<file path="src/rtl/uart_tx_fsm_ctrl.sv">
// rtl/uart_tx_fsm_ctrl.sv - UART transmit frame sequencer (start, LSB-first data, optional parity, stop)
// Optional feature: define UART_TX_TWO_STOP_EN to append a second stop bit (STOP2 state).
module uart_tx_fsm_ctrl #(
  parameter int WIDTH = 8
) (
  input  logic             CLK,
  input  logic             RST,
  input  logic             TICK,
  input  logic             DATA_VALID,
  input  logic [WIDTH-1:0] P_DATA,
  input  logic             PAR_EN,
  input  logic             PAR_BIT,
  output logic             TX_OUT,
  output logic             Busy,
  output logic             DONE
);

  localparam int CW = $clog2(WIDTH);
  localparam logic [CW-1:0] CNT_LAST = CW'(WIDTH - 1);

`ifdef UART_TX_TWO_STOP_EN
  typedef enum logic [2:0] {
    S_IDLE   = 3'd0,
    S_START  = 3'd1,
    S_DATA   = 3'd2,
    S_PARITY = 3'd3,
    S_STOP   = 3'd4,
    S_STOP2  = 3'd5
  } state_t;
`else
  typedef enum logic [2:0] {
    S_IDLE   = 3'd0,
    S_START  = 3'd1,
    S_DATA   = 3'd2,
    S_PARITY = 3'd3,
    S_STOP   = 3'd4
  } state_t;
`endif

  state_t           state_q, state_d;
  logic [WIDTH-1:0] shift_q, shift_d;
  logic [CW-1:0]    cnt_q, cnt_d;
  logic             par_en_q, par_en_d;
  logic             tx_q, tx_d;
  logic             busy_q, busy_d;
  logic             done_q, done_d;

  // Next-state and next-output decode; every non-idle state only moves on a baud tick
  always_comb begin
    state_d  = state_q;
    shift_d  = shift_q;
    cnt_d    = cnt_q;
    par_en_d = par_en_q;
    tx_d     = tx_q;
    busy_d   = busy_q;
    done_d   = 1'b0;

    case (state_q)
      S_IDLE: begin
        // Accept is immediate; the start bit length is measured from the next tick
        if (DATA_VALID) begin
          state_d  = S_START;
          tx_d     = 1'b0;
          busy_d   = 1'b1;
          shift_d  = P_DATA;
          par_en_d = PAR_EN;
        end
      end

      S_START: begin
        if (TICK) begin
          state_d = S_DATA;
          tx_d    = shift_q[0];
          shift_d = {1'b0, shift_q[WIDTH-1:1]};
          cnt_d   = '0;
        end
      end

      S_DATA: begin
        if (TICK) begin
          if (cnt_q != CNT_LAST) begin
            cnt_d   = cnt_q + 1'b1;
            tx_d    = shift_q[0];
            shift_d = {1'b0, shift_q[WIDTH-1:1]};
          end else if (par_en_q) begin
            // parity_calc has long settled by now, so sampling here is safe
            state_d = S_PARITY;
            tx_d    = PAR_BIT;
          end else begin
            state_d = S_STOP;
            tx_d    = 1'b1;
          end
        end
      end

      S_PARITY: begin
        if (TICK) begin
          state_d = S_STOP;
          tx_d    = 1'b1;
        end
      end

      S_STOP: begin
        if (TICK) begin
`ifdef UART_TX_TWO_STOP_EN
          state_d = S_STOP2;
          tx_d    = 1'b1;
`else
          state_d = S_IDLE;
          tx_d    = 1'b1;
          busy_d  = 1'b0;
          done_d  = 1'b1;
`endif
        end
      end

`ifdef UART_TX_TWO_STOP_EN
      S_STOP2: begin
        if (TICK) begin
          state_d = S_IDLE;
          tx_d    = 1'b1;
          busy_d  = 1'b0;
          done_d  = 1'b1;
        end
      end
`endif

      default: begin
        state_d = S_IDLE;
        tx_d    = 1'b1;
        busy_d  = 1'b0;
      end
    endcase
  end

  // State and registered outputs; reset aborts any frame and forces the line idle-high
  always_ff @(posedge CLK) begin
    if (!RST) begin
      state_q  <= S_IDLE;
      shift_q  <= '0;
      cnt_q    <= '0;
      par_en_q <= 1'b0;
      tx_q     <= 1'b1;
      busy_q   <= 1'b0;
      done_q   <= 1'b0;
    end else begin
      state_q  <= state_d;
      shift_q  <= shift_d;
      cnt_q    <= cnt_d;
      par_en_q <= par_en_d;
      tx_q     <= tx_d;
      busy_q   <= busy_d;
      done_q   <= done_d;
    end
  end

  assign TX_OUT = tx_q;
  assign Busy   = busy_q;
  assign DONE   = done_q;

endmodule

</file>
<file path="config.mk">
export PLATFORM = sky130hd
export DESIGN_NAME = uart_tx_fsm_ctrl
export DESIGN_NICKNAME = d
export VERILOG_FILES = /design/src/rtl/uart_tx_fsm_ctrl.sv
export SDC_FILE = /design/constraint.sdc
export NUM_CORES = 1
export LEC_CHECK = 0
export ABC_AREA = 0
export CORE_MARGIN = 1
export CORE_UTILIZATION = 45
export DETAILED_ROUTE_END_ITERATION = 7
export DONT_BUFFER_PORTS = 1
export HOLD_SLACK_MARGIN = 0.15
export PLACE_DENSITY_LB_ADDON = 0.08
export REMOVE_ABC_BUFFERS = 1
export SLEW_MARGIN = 20
export SYNTH_ARGS = -nofsm -noshare
export SYNTH_HDL_FRONTEND = slang
export SYNTH_SLANG_ARGS = --single-unit
</file>
<file path="constraint.sdc">
create_clock -name CLK -period 3.9 [get_ports CLK]
set_input_delay 0.78 -clock CLK [delete_from_list [all_inputs] [get_ports CLK]]
set_output_delay 0.78 -clock CLK [all_outputs]
set_load 0.05 [all_outputs]
</file>
# [After elaboration in Yosys (flattened, before gate mapping)]
# Index checks and enable logic that the tools add are counted.
[totals] register_bits=18 inputBits=14 out_inout_bits=3 elab_cells=61
[op_classes] addsub=1 eq_ne=13 mux=27 bitwise=1 reduce_logical=12
[op_table] op="$mux 8" n=4
[op_table] op="$mux 3" n=9
[op_table] op="$pmux 8 s3" n=1
[op_table] op="$pmux 3 s5" n=1
[op_table] op="$ne 2x2->1 const B" n=7
[op_table] op="$mux 1" n=9
[op_table] op="$reduce_and 4->1" n=2
[op_table] op="$eq 3x2->1 const B" n=2
[op_table] op="$pmux 3 s2" n=1
[op_table] op="$reduce_and 6->1" n=1
[op_table] op="$reduce_and 5->1" n=1
[op_table] op="$pmux 1 s4" n=1
[op_table] op="$reduce_and 2->1" n=2
[op_table] op="$add 3x1->3 const B" n=1
[op_table] op="$eq 3x1->1 const B" n=1
[op_table] op="$eq 3x3->1 const B" n=1
[op_table] op="$logic_not 3->1" n=1
[op_table] op="$ne 3x3->1 const B" n=1
[op_table] op="$pmux 1 s3" n=1
[op_table] op="$reduce_and 3->1" n=1
[op_table] op="$reduce_bool 3->1" n=1
[op_table] op="$reduce_or 3->1" n=1
[op_table] op="$ne 2x1->1 const B" n=1
[op_table] op="$reduce_bool 2->1" n=1
[op_table] op="other kinds (2)" n=2

# [Depth between registers and ports, before layout]
[logic_depth] depth_word=4 depth_mapped=7 mapped_depth_nobuf=6

# [Least setup slack after synthesis]
# No wires, ideal clock.
[synth_timing] path_kind="input -> register" startpoint="input port DATA_VALID" endpoint="register shift_q[4]" setup_time_ps=66 t_arrival_ps=1690 t_required_ps=3834 path_slack_ps=2144 cell_stages=5 n_path_buf=1 path_cell_list="or3b_4 > a31oi_4 > buf_6 > o21ai_2 > a21oi_2"
[synth_via] elab_chain_len=2
[synth_lines] element="from (decl)" line="9" text="input logic DATA_VALID,"
[synth_lines] element="$ne 2x2->1 (no line)"
[synth_lines] element="$reduce_and 5->1 (no line)"
[synth_lines] element="to (signal assigned)" line="148" text="shift_q <= shift_d;"
[synth_lines] element="to (decl)" line="41" text="logic [WIDTH-1:0] shift_q, shift_d;"
# No other way between the ends.
# A chain may end at the register's enable or synchronous reset.

# [Worst setup path after layout]
[layout_timing] startpoint="register cnt_q[0]" endpoint="register shift_q[0]"
[layout_via] elab_chain_len=3
[layout_lines] element="from (decl)" line="42" text="logic [CW-1:0] cnt_q, cnt_d;"
[layout_lines] element="from (signal assigned)" line="149" text="cnt_q <= cnt_d;"
[layout_lines] element="$ne 3x3->1" line="81" text="if (cnt_q != CNT_LAST) begin"
[layout_lines] element="$ne 2x2->1 (no line)"
[layout_lines] element="$reduce_and 5->1 (no line)"
# No other way between the ends.

==> results.yml <==
logic_synthesis:
  synth_area_um2: 966
  yosys_most_used_dff: "dfxtp_1"
  yosys-top-cells-area: "dfxtp_1 37%, mux2i_1 10%, a21oi_1 5.2%"
  synth_top_cell_area_share: 0.373
  synth_top_cell_by_area: "dfxtp_1"
  yosysUniqueCellTypes: 33
  synth.avg_cell_area_um2: 9.56
  ys_seq_elements: 18
  netlist_instances: 101
  yosysSeqAreaShare: 0.373
  yosys_warnings: 0
  synthArstFlopShare: 0
  synth_edf_count: 0
pwr:
  internal_power_mw: 0.347
  p_per_area_nw_per_um2: 539
  p_clk_frac: 0.216
  p_switching_mw: 0.190
  p_leak_nw: 0.361
  switching_share: 0.353
  irDropWorstVdd_uv: 247
  p_total_mw: 0.537
  sequentialPowerShare: 0.498
  pwr-share-comb: 0.286
placed_design:
  place_area_um2: 960
  port_buffers: 0
  place_inst: 122
  dp_hpwl_um: 1200
  gp_congestion: 0.811
sta:
  slew-limit-headroom: 0.638
  period_minus_slack_ns: 1.85
  max_freq_mhz: 542
  drv_slew: 0
  tightest_slew_ns: 0.543
  finalCritPeriodShare: 0.473
  hold_viol: 0
  timing.setup.tns_ns: 0
  final.setup_skew_ns: 0.00291
  rsz0062_at_grt: "no"
  setup_viol: 0
routing:
  antenna_left: 0
  vias: 715
  drt_iter0_drc: 13
  vias_per_cell: 5.67
  wl_um: 1720
  wl_per_cell_um: 13.7
  remaining_drc_errors: 0
  firstDrtPassIters: 4
run_status:
  status: "complete, no violations"
die:
  start_util: 0.487
  die-area_um2: 2340
  die_w_um: 48.3
  coreArea_um2: 1980
  fp-row-count: 16
  die_h_um: 48.3
  ioPinCount: 17
cells_and_area:
  drive_above_1_share: 0.131
  fin_nets: 117
  layout_common_cells: "18 x dfxtp_1, 10 x a21oi_1, 10 x mux2i_1"
  final_cell_area_um2: 996
  post_layout_nonfiller_instances: 126
  area_growth_syn_to_layout_pct: 3.11
  layout_commonest_cell: "dfxtp_1"
  fillers: 182
  num_antenna_cells: 0
global_route:
  antenna_found_initial: 0
  grt_overflow_total: 0
  track_usage: 0.158
  grt_pass1_vias: 662
  grt_first_pass_wirelength_um: 2930
  grt_max_degree: 19
clock_network:
  root_buffer: "clkbuf_4"
  cts_made_buffers: 3
  clkLatencyLatePin_ns: 0.29
  cts_buffer_depth: 2
  postCtsHoldBufs: 0
  cts_setup_buffers: 0
  h-tree-depth: 1
  path_clk_slew_ns: 0.10
  clkSinkCount: 18
  tritoncts: "yes"
  cts_resized: 0
worst_hold_path:
  min_path_cells: 2
  hold_end: "shift_q[7]$_SDFFE_PN0P_"
  min_path_type: "reg2reg"
  worstHoldStart: "shift_q[7]$_SDFFE_PN0P_"
setup_path:
  timing.reg2reg.setup_slack_ns: 2.05
  required_ns: 4.14
  path_max_fanout: 16
  ff2ff_path_depth: 6
  critPathCaptureType: "flip-flop"
  cp-start-kind: "flip-flop"
  crit_arrival_ns: 2.08
  critPathKind: "reg2reg"
  reg2reg_from: "cnt_q[0]$_SDFFE_PN0P_"
  reg2reg_to: "shift_q[0]$_SDFFE_PN0P_"
flow_run:
  cap_violations: 0
layer usage:
metal	GRT usage	part of all wire	vias up
met5	0	0	-
met4	0.0441	0.012	0
met3	0.0314	0.052	2
met2	0.251	0.44	17
met1	0.217	0.49	332
li1	-	-	364
cells by family after synthesis:
group | share of synthesized area
adders and majority gates | 0.0389
AOI/OAI and AO/OA | 0.259
DFF | 0.373
buffers and inverters | 0.0531
muxes | 0.104
and+or+nand+nor | 0.172
power by group through the flow:
stage / clock network, mW / registers, mW / logic (mW)
2_1_floorplan: 0 / 0.262 / 0.135
3_3_place_gp: 0 / 0.271 / 0.150
3_5_place_dp: 0 / 0.272 / 0.155
4_1_cts: 0.120 / 0.268 / 0.155
5_1_grt: 0.128 / 0.274 / 0.171
6_report: 0.116 / 0.268 / 0.153
critical path, cell delays in order, from the launching register on:
cell and delay [ns]:
dfxtp_1 0.34, ha_1 0.21, ha_1 0.21, nand4bb_1 0.24
a31oi_4 0.49, o21ai_0 0.17, a21oi_1 0.13
cell type report:
type                       count  area, um^2  share of cell area
multi-input combinational     74         554               0.557
clock buffer                   4        36.3              0.0364
inverter                       3        11.3              0.0113
sequential                    18         360               0.362
tap                           27        33.8              0.0339
stage by stage:
step                      hold slack (ns)   util  setup slack, ns
after floorplan                     0.445      -             2.04
final                               0.476  0.503             2.05
after CTS                           0.479  0.503             2.05
after global routing                0.509  0.503             1.88
after global placement              0.454  0.484             1.96
after detailed placement            0.461  0.484             1.91
cell usage after synthesis (2+ instances only):
cell type and instances:
nor2b_1 6, inv_1 3, a21oi_2 3, ha_1 3, o21a_1 2, o211ai_1 2
nor2_1 4, buf_6 2, clkbuf_1 2, nor4b_1 2, o21ai_0 7, a22oi_1 2
dfxtp_1 18, mux2i_1 10, nand3b_1 2, nand2_1 3, a21oi_1 10, o21ai_2 3
nand2b_1 3
flip-flops by register name (all words and copies together), names as in the netlist:
register,flops
DONE,1
state_q,3
Busy,1
shift_q,8
par_en_q,1
TX_OUT,1
cnt_q,3
how the worst max path moves through the flow:
stage	end	slack (ns)	startpoint
6_report	shift_q[0]$_SDFFE_PN0P_	2.05	cnt_q[0]$_SDFFE_PN0P_
3_5_place_dp	shift_q[7]$_SDFFE_PN0P_	1.91	DATA_VALID
4_1_cts	shift_q[0]$_SDFFE_PN0P_	2.05	cnt_q[0]$_SDFFE_PN0P_
5_1_grt	shift_q[3]$_SDFFE_PN0P_	1.88	cnt_q[0]$_SDFFE_PN0P_
3_3_place_gp	shift_q[7]$_SDFFE_PN0P_	1.96	DATA_VALID
2_1_floorplan	shift_q[7]$_SDFFE_PN0P_	2.04	DATA_VALID
Power figures use the tool's default switching activity.
